File: src/rtl/nibbler_core_p.sv
`default_nettype none
// +----------------------------------------------------------------------------+
// | nibbler_core_p : parametrised Nibbler accumulator CPU core with ROM/RAM     |
// |                  valid handshakes and selectable immediate extension.      |
// | Revision 1.0   : initial release                                           |
// +----------------------------------------------------------------------------+
module nibbler_core_p #(
   parameter int DATA_W   = 4,
   parameter bit IMM_SEXT = 1'b0
) (
   input  logic              clock_i,
   input  logic              reset_i,
   input  logic              run_i,
   output logic [11:0]       prog_addr_o,
   input  logic [7:0]        prog_data_i,
   input  logic              prog_valid_i,
   output logic [11:0]       ram_addr_o,
   output logic              ram_we_o,
   output logic [DATA_W-1:0] ram_wdata_o,
   output logic              ram_re_o,
   input  logic [DATA_W-1:0] ram_rdata_i,
   input  logic              ram_rvalid_i,
   input  logic [DATA_W-1:0] in_data_i,
   output logic [DATA_W-1:0] out_data_o,
   output logic              out_strobe_o,
   output logic [DATA_W-1:0] accu_o,
   output logic              c_flag_o,
   output logic              z_flag_o,
   output logic              phase_o,
   output logic [3:0]        instr_o,
   output logic [3:0]        oprnd_o
);

   localparam logic [3:0] c_JC    = 4'h0;
   localparam logic [3:0] c_JNC   = 4'h1;
   localparam logic [3:0] c_CMPI  = 4'h2;
   localparam logic [3:0] c_CMPM  = 4'h3;
   localparam logic [3:0] c_LIT   = 4'h4;
   localparam logic [3:0] c_IN    = 4'h5;
   localparam logic [3:0] c_LD    = 4'h6;
   localparam logic [3:0] c_ST    = 4'h7;
   localparam logic [3:0] c_JZ    = 4'h8;
   localparam logic [3:0] c_JNZ   = 4'h9;
   localparam logic [3:0] c_ADDI  = 4'hA;
   localparam logic [3:0] c_ADDM  = 4'hB;
   localparam logic [3:0] c_JMP   = 4'hC;
   localparam logic [3:0] c_OUT   = 4'hD;
   localparam logic [3:0] c_NANDI = 4'hE;
   localparam logic [3:0] c_NANDM = 4'hF;

   typedef enum logic [1:0] {
      ST_FETCH  = 2'd0,
      ST_EXEC   = 2'd1,
      ST_LDWAIT = 2'd2
   } state_t;

   state_t            state_q;
   logic [11:0]       pc_q;
   logic [11:0]       ram_addr_q;
   logic [3:0]        instr_q;
   logic [3:0]        oprnd_q;
   logic [DATA_W-1:0] accu_q;
   logic [DATA_W-1:0] out_q;
   logic              c_q;
   logic              z_q;
   logic              we_q;
   logic              re_q;
   logic              strobe_q;

   logic [DATA_W-1:0] accu_d;
   logic              c_d;
   logic              z_d;

   logic [DATA_W-1:0] w_imm;
   logic [DATA_W-1:0] w_b;
   logic [DATA_W:0]   w_sum;
   logic [11:0]       w_a16;
   logic              w_two_byte;
   logic              w_taken;

   generate
      if (DATA_W == 4) begin : g_imm_native
         assign w_imm = oprnd_q;
      end else if (IMM_SEXT) begin : g_imm_sext
         assign w_imm = {{(DATA_W-4){oprnd_q[3]}}, oprnd_q};
      end else begin : g_imm_zext
         assign w_imm = {{(DATA_W-4){1'b0}}, oprnd_q};
      end
   endgenerate

   // byte2 is only present on the ROM bus while EXEC of a 2-byte op
   assign w_a16 = {oprnd_q, prog_data_i};

   always_comb begin
      w_two_byte = 1'b1;
      case (instr_q)
         c_CMPI, c_LIT, c_IN, c_ADDI, c_OUT, c_NANDI: w_two_byte = 1'b0;
         default:                                    w_two_byte = 1'b1;
      endcase
   end

   always_comb begin
      w_taken = 1'b0;
      case (instr_q)
         c_JC:    w_taken = c_q;
         c_JNC:   w_taken = ~c_q;
         c_JZ:    w_taken = z_q;
         c_JNZ:   w_taken = ~z_q;
         c_JMP:   w_taken = 1'b1;
         default: w_taken = 1'b0;
      endcase
   end

   assign w_b   = (state_q == ST_LDWAIT) ? ram_rdata_i :
                  (instr_q == c_IN)      ? in_data_i   : w_imm;
   assign w_sum = {1'b0, accu_q} + {1'b0, w_b};

   always_comb begin
      accu_d = accu_q;
      c_d    = c_q;
      z_d    = z_q;
      case (instr_q)
         c_LIT, c_IN, c_LD: begin
            accu_d = w_b;
            c_d    = 1'b0;
            z_d    = (w_b == '0);
         end
         c_ADDI, c_ADDM: begin
            accu_d = w_sum[DATA_W-1:0];
            c_d    = w_sum[DATA_W];
            z_d    = (w_sum[DATA_W-1:0] == '0);
         end
         c_CMPI, c_CMPM: begin
            c_d = (accu_q < w_b);
            z_d = (accu_q == w_b);
         end
         c_NANDI, c_NANDM: begin
            accu_d = ~(accu_q & w_b);
            c_d    = 1'b0;
            z_d    = ((accu_q & w_b) == '1);
         end
         default: begin
            accu_d = accu_q;
         end
      endcase
   end

   always_ff @(posedge clock_i) begin
      if (reset_i) begin
         state_q    <= ST_FETCH;
         pc_q       <= '0;
         ram_addr_q <= '0;
         instr_q    <= '0;
         oprnd_q    <= '0;
         accu_q     <= '0;
         out_q      <= '0;
         c_q        <= 1'b0;
         z_q        <= 1'b0;
         we_q       <= 1'b0;
         re_q       <= 1'b0;
         strobe_q   <= 1'b0;
      end else begin
         we_q     <= 1'b0;
         re_q     <= 1'b0;
         strobe_q <= 1'b0;
         case (state_q)
            ST_FETCH: begin
               if (run_i && prog_valid_i) begin
                  instr_q <= prog_data_i[7:4];
                  oprnd_q <= prog_data_i[3:0];
                  pc_q    <= pc_q + 12'd1;
                  state_q <= ST_EXEC;
               end
            end
            ST_EXEC: begin
               if (run_i && (prog_valid_i || !w_two_byte)) begin
                  state_q <= ST_FETCH;
                  case (instr_q)
                     c_JC, c_JNC, c_JZ, c_JNZ, c_JMP: begin
                        pc_q <= w_taken ? w_a16 : (pc_q + 12'd1);
                     end
                     c_ST: begin
                        ram_addr_q <= w_a16;
                        we_q       <= 1'b1;
                        pc_q       <= pc_q + 12'd1;
                     end
                     c_CMPM, c_LD, c_ADDM, c_NANDM: begin
                        ram_addr_q <= w_a16;
                        re_q       <= 1'b1;
                        pc_q       <= pc_q + 12'd1;
                        state_q    <= ST_LDWAIT;
                     end
                     c_OUT: begin
                        out_q    <= accu_q;
                        strobe_q <= 1'b1;
                     end
                     default: begin
                        accu_q <= accu_d;
                        c_q    <= c_d;
                        z_q    <= z_d;
                     end
                  endcase
               end
            end
            ST_LDWAIT: begin
               if (ram_rvalid_i) begin
                  accu_q  <= accu_d;
                  c_q     <= c_d;
                  z_q     <= z_d;
                  state_q <= ST_FETCH;
               end
            end
            default: begin
               state_q <= ST_FETCH;
            end
         endcase
      end
   end

   assign prog_addr_o  = pc_q;
   assign ram_addr_o   = ram_addr_q;
   assign ram_we_o     = we_q;
   assign ram_wdata_o  = accu_q;
   assign ram_re_o     = re_q;
   assign out_data_o   = out_q;
   assign out_strobe_o = strobe_q;
   assign accu_o       = accu_q;
   assign c_flag_o     = c_q;
   assign z_flag_o     = z_q;
   assign phase_o      = (state_q != ST_FETCH);
   assign instr_o      = instr_q;
   assign oprnd_o      = oprnd_q;

endmodule
`default_nettype wire
File: config.mk
export PLATFORM = sky130hd
export DESIGN_NAME = nibbler_core_p
export DESIGN_NICKNAME = d
export VERILOG_FILES = /design/src/rtl/nibbler_core_p.sv
export SDC_FILE = /design/constraint.sdc
export NUM_CORES = 1
export LEC_CHECK = 0
export CAP_MARGIN = 25
export CORE_ASPECT_RATIO = 0.8
export CORE_MARGIN = 5
export CORE_UTILIZATION = 50
export CTS_CLUSTER_SIZE = 10
export DETAILED_ROUTE_END_ITERATION = 7
export GPL_TIMING_DRIVEN = 1
export HOLD_SLACK_MARGIN = 0.15
export PLACE_DENSITY = 0.81
export REMOVE_ABC_BUFFERS = 1
export SLEW_MARGIN = 40
export SYNTH_ARGS = -nofsm -noshare
export SYNTH_HDL_FRONTEND = slang
export SYNTH_SLANG_ARGS = --single-unit
File: constraint.sdc
create_clock -name clock_i -period 3.3 [get_ports clock_i]
set_clock_uncertainty 0.05 [all_clocks]
set_input_delay 0.66 -clock clock_i [delete_from_list [all_inputs] [get_ports clock_i]]
set_output_delay 0.66 -clock clock_i [all_outputs]
set_load 0.005 [all_outputs]
==> impl_metrics.prom, run 1 <==
# TYPE chip_impl_metric gauge
chip_impl_metric{name="place_area",unit="um2"} 3520
chip_impl_metric{name="critical_path_arrival",unit="ps"} 2940
chip_impl_metric{name="cts_hold_repair.buffers",unit=""} 0
chip_impl_metric{name="cts_buffers",unit=""} 5
chip_impl_metric{name="grt_overflow_total",unit=""} 0
chip_impl_metric{name="post-route-drc-count",unit=""} 0
chip_impl_metric{name="yosys.area.top_type_share",unit="%"} 33.08
chip_impl_metric{name="vdd_drop_max",unit="mV"} 0.1641
chip_impl_metric{name="initial_antenna_violation_count",unit=""} 0
chip_impl_info{name="rr_endpoint",value="accu_o[2]$_SDFFE_PP0P_"} 1
chip_impl_metric{name="sequential_to_total_area_share_from_yosys_stat",unit="%"} 33.08
chip_impl_metric{name="clkTransAtPathRegs",unit="ps"} 90
chip_impl_metric{name="worst_path_largest_cell_delay",unit="ps"} 530
chip_impl_metric{name="timing.critical_path.depth",unit=""} 10
chip_impl_metric{name="synth-warning-count",unit=""} 0
chip_impl_metric{name="setup_total_negative_slack",unit="ps"} 0
chip_impl_metric{name="post_synth_instance_area",unit="um2"} 2844
chip_impl_metric{name="post_synth_xor_area_fraction",unit="%"} 1.232
chip_impl_metric{name="power_density",unit="nW/um2"} 329.9
chip_impl_metric{name="hpwlAfterDp",unit="um"} 5492
chip_impl_metric{name="setup_viol",unit=""} 0
chip_impl_metric{name="diodes",unit=""} 0
chip_impl_metric{name="synth_adder_area_share",unit="%"} 5.719
chip_impl_metric{name="port_buffers",unit=""} 70
chip_impl_metric{name="drt_first_pass_iters",unit=""} 4
chip_impl_metric{name="fin_crit",unit="ps"} 2818
chip_impl_metric{name="post-cts-setup-buffer-count",unit=""} 0
chip_impl_metric{name="aggregate_global_route_resource_usage",unit="%"} 20.62
chip_impl_metric{name="layout.nets",unit=""} 435
chip_impl_metric{name="slew-limit-headroom",unit="%"} 48.67
chip_impl_info{name="synth_top_family_by_area",value="simple AND/OR/NAND/NOR gates"} 1
chip_impl_info{name="r2r_start",value="instr_o[1]$_SDFFE_PP0P_"} 1
chip_impl_metric{name="floorplan.die_area",unit="um2"} 7306
chip_impl_metric{name="finish.instance_area",unit="um2"} 3605
chip_impl_metric{name="worst_pin_slew",unit="ps"} 767.5
chip_impl_info{name="netlist_top_cells_area",value="dfxtp_1 33%, mux2i_1 8.4%, ha_1 5.7%"} 1
chip_impl_metric{name="synth_edf_count",unit=""} 0
chip_impl_metric{name="critPathBufInv",unit=""} 1
chip_impl_metric{name="ys_async_sr_fraction",unit="%"} 0
chip_impl_metric{name="p_leak",unit="nW"} 1.398
chip_impl_info{name="launching_element_type_of_the_critical_path",value="primary input"} 1
chip_impl_metric{name="initial_core_util",unit="%"} 51.75
chip_impl_metric{name="grt_pass1_wl",unit="um"} 12280
chip_impl_metric{name="cts_h_tree_depth",unit=""} 2
chip_impl_metric{name="detailedRoute.firstIterationViolations",unit=""} 238
chip_impl_info{name="setup.worst_path.end",value="accu_o[2]$_SDFFE_PP0P_"} 1
chip_impl_info{name="critical_path_class",value="in2reg"} 1
chip_impl_metric{name="postSynthCellCount",unit=""} 341
chip_impl_info{name="tritoncts",value="built"} 1
chip_impl_info{name="outcome",value="finished, final reports clean"} 1
chip_impl_metric{name="reg2reg_depth",unit=""} 10
chip_impl_metric{name="worst-r2r-setup-slack",unit="ps"} 530
chip_impl_metric{name="route.final.wire_length",unit="um"} 7411
chip_impl_metric{name="cts_resized",unit=""} 0
chip_impl_metric{name="floorplan.io_pins",unit=""} 71
chip_impl_metric{name="gp_routability_congestion",unit=""} 0.8978
chip_impl_metric{name="share_of_post_route_cells_with_drive_strength_above_1",unit="%"} 7.960
chip_impl_info{name="primary_flip_flop_cell_chosen_by_synthesis_mapping",value="dfxtp_1"} 1
chip_impl_metric{name="pin_count_of_the_biggest_net_entering_global_routing",unit=""} 25
chip_impl_metric{name="detail_route.wl_per_cell",unit="um"} 15.44
chip_impl_metric{name="synth-compound-area-share",unit="%"} 18.52
chip_impl_metric{name="final_hold_viol_count",unit=""} 0
chip_impl_metric{name="clock_latency",unit="ps"} 300
chip_impl_metric{name="post_drt_via_cell_ratio",unit=""} 5.388
chip_impl_info{name="crit_path_cell_trace",value="clkdlybuf4s50_1 > mux2i_1 > o21ai_0 > ha_1 > a21oi_1 > xnor2_1 > mux2i_1 > mux2_2 > mux2i_1 > nor2_1"} 1
chip_impl_metric{name="route.vias.total",unit=""} 2586
chip_impl_metric{name="cts_sinks",unit=""} 47
chip_impl_info{name="cp_common_cell",value="mux2i_1"} 1
chip_impl_metric{name="synth_area_per_cell",unit="um2"} 8.340
chip_impl_metric{name="cts-root-to-sink-buffers",unit=""} 2
chip_impl_metric{name="final.period_utilization",unit="%"} 85.40
chip_impl_info{name="crit_family",value="compound AO/OA/AOI/OAI gates"} 1
chip_impl_info{name="synthMostInstantiatedCell",value="dfxtp_1"} 1
chip_impl_metric{name="yosys-mux-area-fraction",unit="%"} 11.61
chip_impl_info{name="worstHoldPathType",value="reg2reg"} 1
chip_impl_metric{name="synth-simple-area-share",unit="%"} 21.56
chip_impl_metric{name="core-area",unit="um2"} 5495
chip_impl_metric{name="max-cap-violations",unit=""} 0
chip_impl_info{name="yosysTopAreaCell",value="dfxtp_1"} 1
chip_impl_info{name="synth_top_cells_by_count",value="47 x dfxtp_1, 43 x nor2_1, 41 x nand2_1"} 1
chip_impl_metric{name="die_height",unit="um"} 77.46
chip_impl_metric{name="route.antenna.remaining_nets",unit=""} 0
chip_impl_metric{name="clock.fmax",unit="MHz"} 354.8
chip_impl_info{name="crit_path_start",value="in_data_i[0]"} 1
chip_impl_info{name="rsz0062_at_grt",value="false"} 1
chip_impl_metric{name="synth.lib_cells_used.distinct",unit=""} 50
chip_impl_metric{name="floorplan.rows",unit=""} 24
chip_impl_metric{name="timing.critical_path.fanout_max",unit=""} 5
chip_impl_metric{name="timing.final.max_slew_violations",unit=""} 0
chip_impl_info{name="setup.worst_path.end_class",value="register"} 1
chip_impl_metric{name="die_width",unit="um"} 94.32
chip_impl_metric{name="area_growth",unit="%"} 26.75
chip_impl_info{name="critical-path-slowest-cell",value="o21ai_0"} 1
chip_impl_info{name="cts-root-buf",value="clkbuf_8"} 1
chip_impl_metric{name="first_global_vias",unit=""} 2452
chip_impl_metric{name="ys_ff_latch",unit=""} 47
chip_impl_metric{name="cp.required",unit="ps"} 3420
## registers in the layout, summed over array words and instances, names as in the netlist
| name | cells |
|---|---|
| out_data_o | 4 |
| accu_o | 4 |
| out_strobe_o | 1 |
| instr_o | 4 |
| ram_addr_o | 12 |
| c_flag_o | 1 |
| ram_we_o | 1 |
| ram_re_o | 1 |
| state_q | 2 |
| oprnd_o | 4 |
| z_flag_o | 1 |
| prog_addr_o | 12 |
## through the flow
stage                     utilization, %  std cells  power [W]  hold WS [ps]  worst slack (ps)
after floorplan                        -        316  0.0007380         405.4             536.4
after global placement             64.05        472  0.0008421         417.0             362.7
after detailed placement           64.05        472  0.0008488         433.8             264.2
after CTS                          65.60        480   0.001192         456.1             579.4
after global routing               65.60        480   0.001244         492.9             396.8
final                              65.60        480   0.001189         450.4             481.7
## layer usage
layer	share of wire, %	up-vias	global-route usage [%]
li1	-	1313	-
met5	0	-	0
met4	1.3	0	6.205
met3	5.6	11	4.642
met2	45	80	30.67
met1	48	1182	29.67
## area by class of cell
class	count	area, um2
Fill cell	486	1891
Multi-Input combinational cell	255	1668
Sequential cell	47	940.9
Timing Repair Buffer	78	760.7
Tap cell	78	97.59
Clock buffer	6	72.57
Inverter	14	52.55
Clock inverter	2	12.51
## worst min path at each step
stage	start	endpoint	cells after the start
2_1_floorplan	prog_addr_o[11]$_SDFFE_PP0P_	prog_addr_o[11]$_SDFFE_PP0P_	2
3_3_place_gp	prog_addr_o[11]$_SDFFE_PP0P_	prog_addr_o[11]$_SDFFE_PP0P_	2
3_5_place_dp	ram_addr_o[5]$_SDFFE_PP0P_	ram_addr_o[5]$_SDFFE_PP0P_	2
4_1_cts	ram_addr_o[5]$_SDFFE_PP0P_	ram_addr_o[5]$_SDFFE_PP0P_	2
5_1_grt	ram_addr_o[5]$_SDFFE_PP0P_	ram_addr_o[5]$_SDFFE_PP0P_	2
6_report	ram_addr_o[2]$_SDFFE_PP0P_	ram_addr_o[2]$_SDFFE_PP0P_	2
## where the power goes
part	internal (W)	switching, W	leakage [nW]
clock	0.000149	0.000202	0.0412
combinational	0.000108	0.000132	0.977
sequential	0.000581	0.0000178	0.380
## cell families after synthesis
kind of cell | count (synthesis)
and+or+nand+nor | 130
buffers and inverters | 39
adders and majority gates | 13
AOI/OAI and AO/OA | 76
xor gates and xnor gates | 4
muxes | 32
DFF | 47
## worst reg2reg max path, cell delays in order (launching register included)
cell,delay [ps]
dfxtp_1,330
and4bb_2,410
mux2i_1,110
o21ai_0,530
ha_1,270
a21oi_1,110
xnor2_1,280
mux2i_1,120
mux2_2,270
mux2i_1,130
nor2_1,50
## layout by cell type, fill, tap and decap left out, types with 4 or more instances in the layout
cell type	Yosys	routed
a211oi_1	5	5
a21oi_1	19	19
a22oi_1	7	7
and3_1	4	4
buf_4	6	8
clkbuf_8	0	5
clkdlybuf4s50_1	0	70
dfxtp_1	47	47
ha_1	13	13
inv_1	13	13
mux2_2	8	8
mux2i_1	24	24
nand2_1	41	41
nand2b_1	5	5
nand3_1	5	5
nand4_1	5	5
nor2_1	43	43
nor3_1	9	9
nor4_1	5	5
o21ai_0	23	23
(Power assumes the default switching activity.)
==> run 2: changes to the inputs <==
--- a/config.mk
+++ b/config.mk
@@ -8,12 +8,12 @@
 export CAP_MARGIN = 25
 export CORE_ASPECT_RATIO = 0.8
 export CORE_MARGIN = 5
-export CORE_UTILIZATION = 50
+export CORE_UTILIZATION = 45
 export CTS_CLUSTER_SIZE = 10
 export DETAILED_ROUTE_END_ITERATION = 7
 export GPL_TIMING_DRIVEN = 1
 export HOLD_SLACK_MARGIN = 0.15
-export PLACE_DENSITY = 0.81
+export PLACE_DENSITY = 0.77
 export REMOVE_ABC_BUFFERS = 1
 export SLEW_MARGIN = 40
 export SYNTH_ARGS = -nofsm -noshare
==> constraint.sdc (replaced) <==
create_clock -name clock_i -period 2.3 [get_ports clock_i]
set_clock_uncertainty 0.05 [all_clocks]
set_input_delay 0.46 -clock clock_i [delete_from_list [all_inputs] [get_ports clock_i]]
set_output_delay 0.46 -clock clock_i [all_outputs]
set_load 0.005 [all_outputs]
==> run 2 against run 1 <==
Effect of this change: count of clock-buffer cells in the layout down 1; wire length up 6.9%; core utilization down 1.2 points; combinational power up 68%; cell area up 7.8%; the run now ends with setup timing left; worst setup slack worse by 690 ps.
==> impl_metrics.prom, run 2 (synthesis gave the netlist of run 1 again) <==
# TYPE chip_impl_metric gauge
chip_impl_metric{name="clock.fmax",unit="MHz"} 399.3
chip_impl_info{name="violated_checks",value="setup timing"} 1
chip_impl_info{name="worstHoldPathType",value="reg2reg"} 1
chip_impl_info{name="rr_endpoint",value="z_flag_o$_SDFFE_PP0P_"} 1
chip_impl_metric{name="detail_route.wl_per_cell",unit="um"} 15.60
chip_impl_metric{name="worst_pin_slew",unit="ps"} 443.9
chip_impl_metric{name="fin_crit",unit="ps"} 2505
chip_impl_metric{name="first_global_vias",unit=""} 2549
chip_impl_metric{name="route.vias.total",unit=""} 2773
chip_impl_info{name="hold_path.startpoint",value="prog_addr_o[11]$_SDFFE_PP0P_"} 1
chip_impl_metric{name="floorplan.die_area",unit="um2"} 8020
chip_impl_metric{name="final.period_utilization",unit="%"} 108.9
chip_impl_metric{name="finalCoreUtilization",unit="%"} 64.37
chip_impl_metric{name="timing.final.max_slew_violations",unit=""} 0
chip_impl_metric{name="core-area",unit="um2"} 6037
chip_impl_info{name="tritoncts",value="built"} 1
chip_impl_metric{name="reg2reg_depth",unit=""} 9
chip_impl_metric{name="share_of_post_route_cells_with_drive_strength_above_1",unit="%"} 16.86
chip_impl_info{name="launching_element_type_of_the_critical_path",value="register"} 1
chip_impl_info{name="most_common_cell_after_layout_fill_and_taps_aside",value="clkdlybuf4s50_1"} 1
chip_impl_metric{name="cts_buffers",unit=""} 5
chip_impl_metric{name="route.final.wire_length",unit="um"} 7924
chip_impl_info{name="r2r_start",value="instr_o[3]$_SDFFE_PP0P_"} 1
chip_impl_metric{name="die_width",unit="um"} 98.88
chip_impl_metric{name="aggregate_global_route_resource_usage",unit="%"} 19.51
chip_impl_metric{name="die_height",unit="um"} 81.11
chip_impl_metric{name="grt_overflow_total",unit=""} 0
chip_impl_metric{name="slew-limit-headroom",unit="%"} 70.41
chip_impl_metric{name="cts-root-to-sink-buffers",unit=""} 2
chip_impl_metric{name="post_drt_via_cell_ratio",unit=""} 5.459
chip_impl_metric{name="max-cap-violations",unit=""} 0
chip_impl_metric{name="cts_sinks",unit=""} 47
chip_impl_metric{name="layout.nets",unit=""} 460
chip_impl_info{name="rsz0062_at_grt",value="true"} 1
chip_impl_metric{name="setup_viol",unit=""} 5
chip_impl_metric{name="initial_antenna_violation_count",unit=""} 0
chip_impl_metric{name="hpwlAfterDp",unit="um"} 5857
chip_impl_info{name="critical_path_class",value="reg2reg"} 1
chip_impl_metric{name="clock_latency",unit="ps"} 310
chip_impl_metric{name="design_power_total",unit="W"} 0.001761
chip_impl_info{name="outcome",value="finished with violations"} 1
chip_impl_metric{name="drt_first_pass_iters",unit=""} 5
chip_impl_metric{name="grt_pass1_wl",unit="um"} 12590
chip_impl_metric{name="floorplan.rows",unit=""} 25
chip_impl_metric{name="p_leak",unit="nW"} 1.553
chip_impl_metric{name="port_buffers",unit=""} 70
chip_impl_metric{name="power_density",unit="nW/um2"} 453.1
chip_impl_metric{name="floorplan.io_pins",unit=""} 71
chip_impl_metric{name="pin_count_of_the_biggest_net_entering_global_routing",unit=""} 45
chip_impl_metric{name="detailedRoute.firstIterationViolations",unit=""} 134
chip_impl_info{name="cts-root-buf",value="clkbuf_8"} 1
chip_impl_metric{name="timing.final.ws_setup",unit="ps"} -204.7
chip_impl_metric{name="worst-r2r-setup-slack",unit="ps"} -200
chip_impl_metric{name="cp.required",unit="ps"} 2480
chip_impl_metric{name="vdd_drop_max",unit="mV"} 0.3142
chip_impl_info{name="layout_common_cells",value="70 x clkdlybuf4s50_1, 46 x dfxtp_1, 43 x nor2_1"} 1
chip_impl_metric{name="final_hold_viol_count",unit=""} 0
chip_impl_metric{name="critical_path_arrival",unit="ps"} 2690
chip_impl_metric{name="post-route-drc-count",unit=""} 0
chip_impl_metric{name="timing.critical_path.fanout_max",unit=""} 4
chip_impl_metric{name="initial_core_util",unit="%"} 47.11
chip_impl_metric{name="setup_total_negative_slack",unit="ps"} -648.5
chip_impl_metric{name="clkTransAtPathRegs",unit="ps"} 90
chip_impl_info{name="hold-path-endpoint",value="prog_addr_o[11]$_SDFFE_PP0P_"} 1
chip_impl_metric{name="worst_hold_path.num_cells",unit=""} 2
chip_impl_metric{name="cts_h_tree_depth",unit=""} 2
chip_impl_metric{name="area_growth",unit="%"} 36.65
chip_impl_info{name="setup.worst_path.end_class",value="register"} 1
chip_impl_metric{name="route.antenna.remaining_nets",unit=""} 0
chip_impl_metric{name="diodes",unit=""} 0
chip_impl_metric{name="gp_routability_congestion",unit=""} 0.8952
## run 2: metrics by stage
stage,setup slack [ps],hold slack [ps],cells,cell area (um2)
5_1_grt,-306.7,457.8,508,3886
3_5_place_dp,-401.6,414.9,498,3709
4_1_cts,-196.7,430.3,506,3815
3_3_place_gp,-304.6,413.0,498,3709
2_1_floorplan,-463.6,405.4,316,2661
6_report,-204.7,430.5,508,3886
## run 2: critical path, stage by stage (launching register included)
cell and delay, ps:
dfxtp_2 330, and4bb_4 400, mux2i_2 240, o21ai_2 110, ha_1 310, inv_2 40, or4_1 510, o31ai_1 200
a32oi_1 90, a31oi_1 160
## run 2: power breakdown
part	internal (W)	switching, W
Sequential	0.000834	0.0000215
Combinational	0.000194	0.000208
Clock	0.000214	0.000289
## run 2: area by class of cell
| class | count | area [um2] |
|---|---|---|
| multi-input combinational | 255 | 1729 |
| timing repair buffer | 103 | 973.4 |
| tap | 81 | 101.3 |
| clock inverter | 3 | 18.77 |
| sequential | 47 | 942.2 |
| inverter | 14 | 52.55 |
| clock buffer | 5 | 68.82 |
| fill | 509 | 2151 |
## run 2: how the worst max path moves through the flow
stage                       startpoint                      to  slack [ps]  cells past startpoint
6_report       instr_o[3]$_SDFFE_PP0P_   z_flag_o$_SDFFE_PP0P_        -200                      9
5_1_grt        instr_o[3]$_SDFFE_PP0P_   z_flag_o$_SDFFE_PP0P_        -310                      9
4_1_cts        instr_o[3]$_SDFFE_PP0P_  accu_o[2]$_SDFFE_PP0P_        -200                     10
3_5_place_dp              in_data_i[0]   z_flag_o$_SDFFE_PP0P_        -400                      9
3_3_place_gp              in_data_i[0]   z_flag_o$_SDFFE_PP0P_        -300                      9
2_1_floorplan  instr_o[2]$_SDFFE_PP0P_   z_flag_o$_SDFFE_PP0P_        -460                      9
## run 2: layer usage
metal | routed length [um] | GRT usage (%) | vias up
li1 | - | - | 1361
met1 | 3622 | 25.82 | 1303
met2 | 3512 | 29.83 | 100
met3 | 714 | 7.124 | 9
met4 | 75 | 5.730 | 0
met5 | 0 | 0 | -
## run 2: what timing repair did
action                     in CTS  in global routing
buffers inserted                0                  3
gates resized for setup         6                 12
setup endpoints to repair       6                 13
hold buffers                    0                  0
pin swaps                       4                  5
==> run 3: changes to the inputs <==
--- a/config.mk
+++ b/config.mk
@@ -14,6 +14,7 @@
 export GPL_TIMING_DRIVEN = 1
 export HOLD_SLACK_MARGIN = 0.15
 export PLACE_DENSITY = 0.77
+export RECOVER_POWER = 50
 export REMOVE_ABC_BUFFERS = 1
 export SLEW_MARGIN = 40
 export SYNTH_ARGS = -nofsm -noshare
==> run 3 against run 2 <==
Effect of this change: the flow still finishes with violations (setup timing); fmax barely moved; largest cell class unchanged; non-clock buffer count stayed put; sequential power hardly changed; highest routed layer unchanged; die area did not move; clock power is essentially flat; count of clock-buffer cells in the layout unchanged; global-route usage unchanged.
==> impl_metrics.prom, run 3 (synthesis gave the netlist of run 1 again) <==
# TYPE chip_impl_metric gauge
chip_impl_metric{name="worst_pin_slew",unit="ps"} 447.4
chip_impl_metric{name="place_area",unit="um2"} 3709
chip_impl_metric{name="post-place-ws",unit="ps"} -401.6
chip_impl_info{name="outcome",value="finished with violations"} 1
chip_impl_metric{name="design_power_total",unit="W"} 0.001755
chip_impl_metric{name="power_density",unit="nW/um2"} 453.2
chip_impl_metric{name="share_of_post_route_cells_with_drive_strength_above_1",unit="%"} 16.16
chip_impl_metric{name="hpwlAfterDp",unit="um"} 5857
chip_impl_info{name="most_common_cell_after_layout_fill_and_taps_aside",value="dfxtp_1"} 1
chip_impl_metric{name="grt_overflow_total",unit=""} 0
chip_impl_metric{name="clock_latency",unit="ps"} 300
chip_impl_metric{name="timing.final.max_slew_violations",unit=""} 0
chip_impl_info{name="cts-root-buf",value="clkbuf_8"} 1
chip_impl_metric{name="clock.fmax",unit="MHz"} 399.6
chip_impl_metric{name="reg2reg_depth",unit=""} 9
chip_impl_info{name="violated_checks",value="setup timing"} 1
chip_impl_metric{name="route.final.wire_length",unit="um"} 7862
chip_impl_metric{name="cts-root-to-sink-buffers",unit=""} 2
chip_impl_info{name="setup.worst_path.end_class",value="register"} 1
chip_impl_metric{name="initial_core_util",unit="%"} 47.11
chip_impl_metric{name="final_hold_viol_count",unit=""} 0
chip_impl_metric{name="floorplan.die_area",unit="um2"} 8020
chip_impl_metric{name="max-cap-violations",unit=""} 0
chip_impl_metric{name="initial_antenna_violation_count",unit=""} 0
chip_impl_metric{name="post-route-drc-count",unit=""} 0
chip_impl_metric{name="core-area",unit="um2"} 6037
chip_impl_metric{name="cts_buffers",unit=""} 5
chip_impl_info{name="setup.worst_path.end",value="z_flag_o$_SDFFE_PP0P_"} 1
chip_impl_info{name="tritoncts",value="built"} 1
chip_impl_metric{name="finalCoreUtilization",unit="%"} 64.12
chip_impl_metric{name="gp_routability_congestion",unit=""} 0.8952
chip_impl_metric{name="vdd_drop_max",unit="mV"} 0.3132
chip_impl_metric{name="detailedRoute.firstIterationViolations",unit=""} 135
chip_impl_metric{name="p_leak",unit="nW"} 1.646
chip_impl_metric{name="fillerInstances",unit=""} 514
chip_impl_info{name="worstHoldPathType",value="reg2reg"} 1
chip_impl_metric{name="fin_crit",unit="ps"} 2503
chip_impl_metric{name="cts_sinks",unit=""} 47
chip_impl_metric{name="slew-limit-headroom",unit="%"} 70.18
chip_impl_metric{name="first_global_vias",unit=""} 2549
chip_impl_metric{name="route.vias.total",unit=""} 2789
chip_impl_info{name="launching_element_type_of_the_critical_path",value="register"} 1
chip_impl_metric{name="placedCellCount",unit=""} 498
chip_impl_metric{name="route.antenna.remaining_nets",unit=""} 0
chip_impl_metric{name="critical_path_arrival",unit="ps"} 2680
chip_impl_metric{name="diodes",unit=""} 0
chip_impl_info{name="crit_path_start",value="instr_o[3]$_SDFFE_PP0P_"} 1
chip_impl_metric{name="cp.required",unit="ps"} 2480
chip_impl_metric{name="grt_pass1_wl",unit="um"} 12590
chip_impl_metric{name="floorplan.rows",unit=""} 25
chip_impl_metric{name="aggregate_global_route_resource_usage",unit="%"} 19.51
chip_impl_metric{name="drt_first_pass_iters",unit=""} 4
chip_impl_metric{name="setup_viol",unit=""} 5
chip_impl_metric{name="post_layout_nonfiller_instances",unit=""} 508
chip_impl_info{name="rr_endpoint",value="z_flag_o$_SDFFE_PP0P_"} 1
chip_impl_info{name="layout_common_cells",value="46 x dfxtp_1, 43 x nor2_1, 41 x nand2_1"} 1
chip_impl_metric{name="timing.critical_path.fanout_max",unit=""} 4
chip_impl_metric{name="worst-r2r-setup-slack",unit="ps"} -200
chip_impl_metric{name="cts_hold_repair.buffers",unit=""} 0
chip_impl_metric{name="timing.final.ws_setup",unit="ps"} -202.7
chip_impl_metric{name="layout.nets",unit=""} 460
chip_impl_info{name="r2r_start",value="instr_o[3]$_SDFFE_PP0P_"} 1
chip_impl_metric{name="area_growth",unit="%"} 36.12
chip_impl_info{name="rsz0062_at_grt",value="true"} 1
chip_impl_metric{name="floorplan.io_pins",unit=""} 71
chip_impl_metric{name="port_buffers",unit=""} 70
chip_impl_metric{name="die_height",unit="um"} 81.11
chip_impl_metric{name="die_width",unit="um"} 98.88
chip_impl_metric{name="cts_h_tree_depth",unit=""} 2
chip_impl_metric{name="clkTransAtPathRegs",unit="ps"} 90
chip_impl_metric{name="finish.instance_area",unit="um2"} 3871
chip_impl_metric{name="detail_route.wl_per_cell",unit="um"} 15.48
chip_impl_metric{name="final.period_utilization",unit="%"} 108.8
chip_impl_metric{name="pin_count_of_the_biggest_net_entering_global_routing",unit=""} 45
chip_impl_info{name="critical_path_class",value="reg2reg"} 1
chip_impl_metric{name="post_drt_via_cell_ratio",unit=""} 5.490
-- run 3: worst min path at each step --
stage                                        end                    startpoint  cells after the start  slack [ps]
global placement    prog_addr_o[11]$_SDFFE_PP0P_  prog_addr_o[11]$_SDFFE_PP0P_                      2         410
global route        prog_addr_o[11]$_SDFFE_PP0P_  prog_addr_o[11]$_SDFFE_PP0P_                      2         460
finish              prog_addr_o[11]$_SDFFE_PP0P_  prog_addr_o[11]$_SDFFE_PP0P_                      2         430
detailed placement  prog_addr_o[11]$_SDFFE_PP0P_  prog_addr_o[11]$_SDFFE_PP0P_                      2         410
floorplan           prog_addr_o[11]$_SDFFE_PP0P_  prog_addr_o[11]$_SDFFE_PP0P_                      2         410
CTS                 prog_addr_o[11]$_SDFFE_PP0P_  prog_addr_o[11]$_SDFFE_PP0P_                      2         430
-- run 3: layout make-up --
class / count / area [um2] / area share (%)
repair buffers: 103 / 965.9 / 24.95
clock inverters: 3 / 18.77 / 0.4848
well taps: 81 / 101.3 / 2.618
flip-flops and latches: 47 / 942.2 / 24.34
multi-input cells: 255 / 1722 / 44.47
inverters: 14 / 52.55 / 1.357
clock buffers: 5 / 68.82 / 1.778
-- run 3: metrics by stage --
stage	setup TNS, ps	hold slack (ps)
2_1_floorplan	-3222	405.4
3_3_place_gp	-1176	413.0
3_5_place_dp	-1745	414.9
4_1_cts	-632.5	430.3
5_1_grt	-1203	455.1
6_report	-641.4	427.1
-- run 3: layer usage --
metal | share of wire [%] | track usage [%] | vias to the layer above | routed length [um]
met5 | 0 | 0 | - | 0
met4 | 0.81 | 5.730 | 0 | 64
met3 | 9.5 | 7.124 | 7 | 743
met2 | 45 | 29.83 | 111 | 3531
met1 | 45 | 25.82 | 1310 | 3522
li1 | - | - | 1361 | -
-- run 3: repair_timing --
action | 4_1_cts | 5_1_grt
buffers inserted | 0 | 3
pin swaps | 4 | 5
setup endpoints to repair | 6 | 13
resized for setup | 6 | 12
-- run 3: critical path: stages (launching register included) --
cell      delay [ps]
dfxtp_2          330
and4bb_4         400
mux2i_2          250
o21ai_2          110
ha_1             310
inv_2             40
or4_1            500
o31ai_1          200
a32oi_1           90
a31oi_1          160
-- run 3: report_power, final --
group | switching [W] | internal, W
registers | 0.0000210 | 0.000834
logic | 0.000206 | 0.000190
clock network | 0.000289 | 0.000214
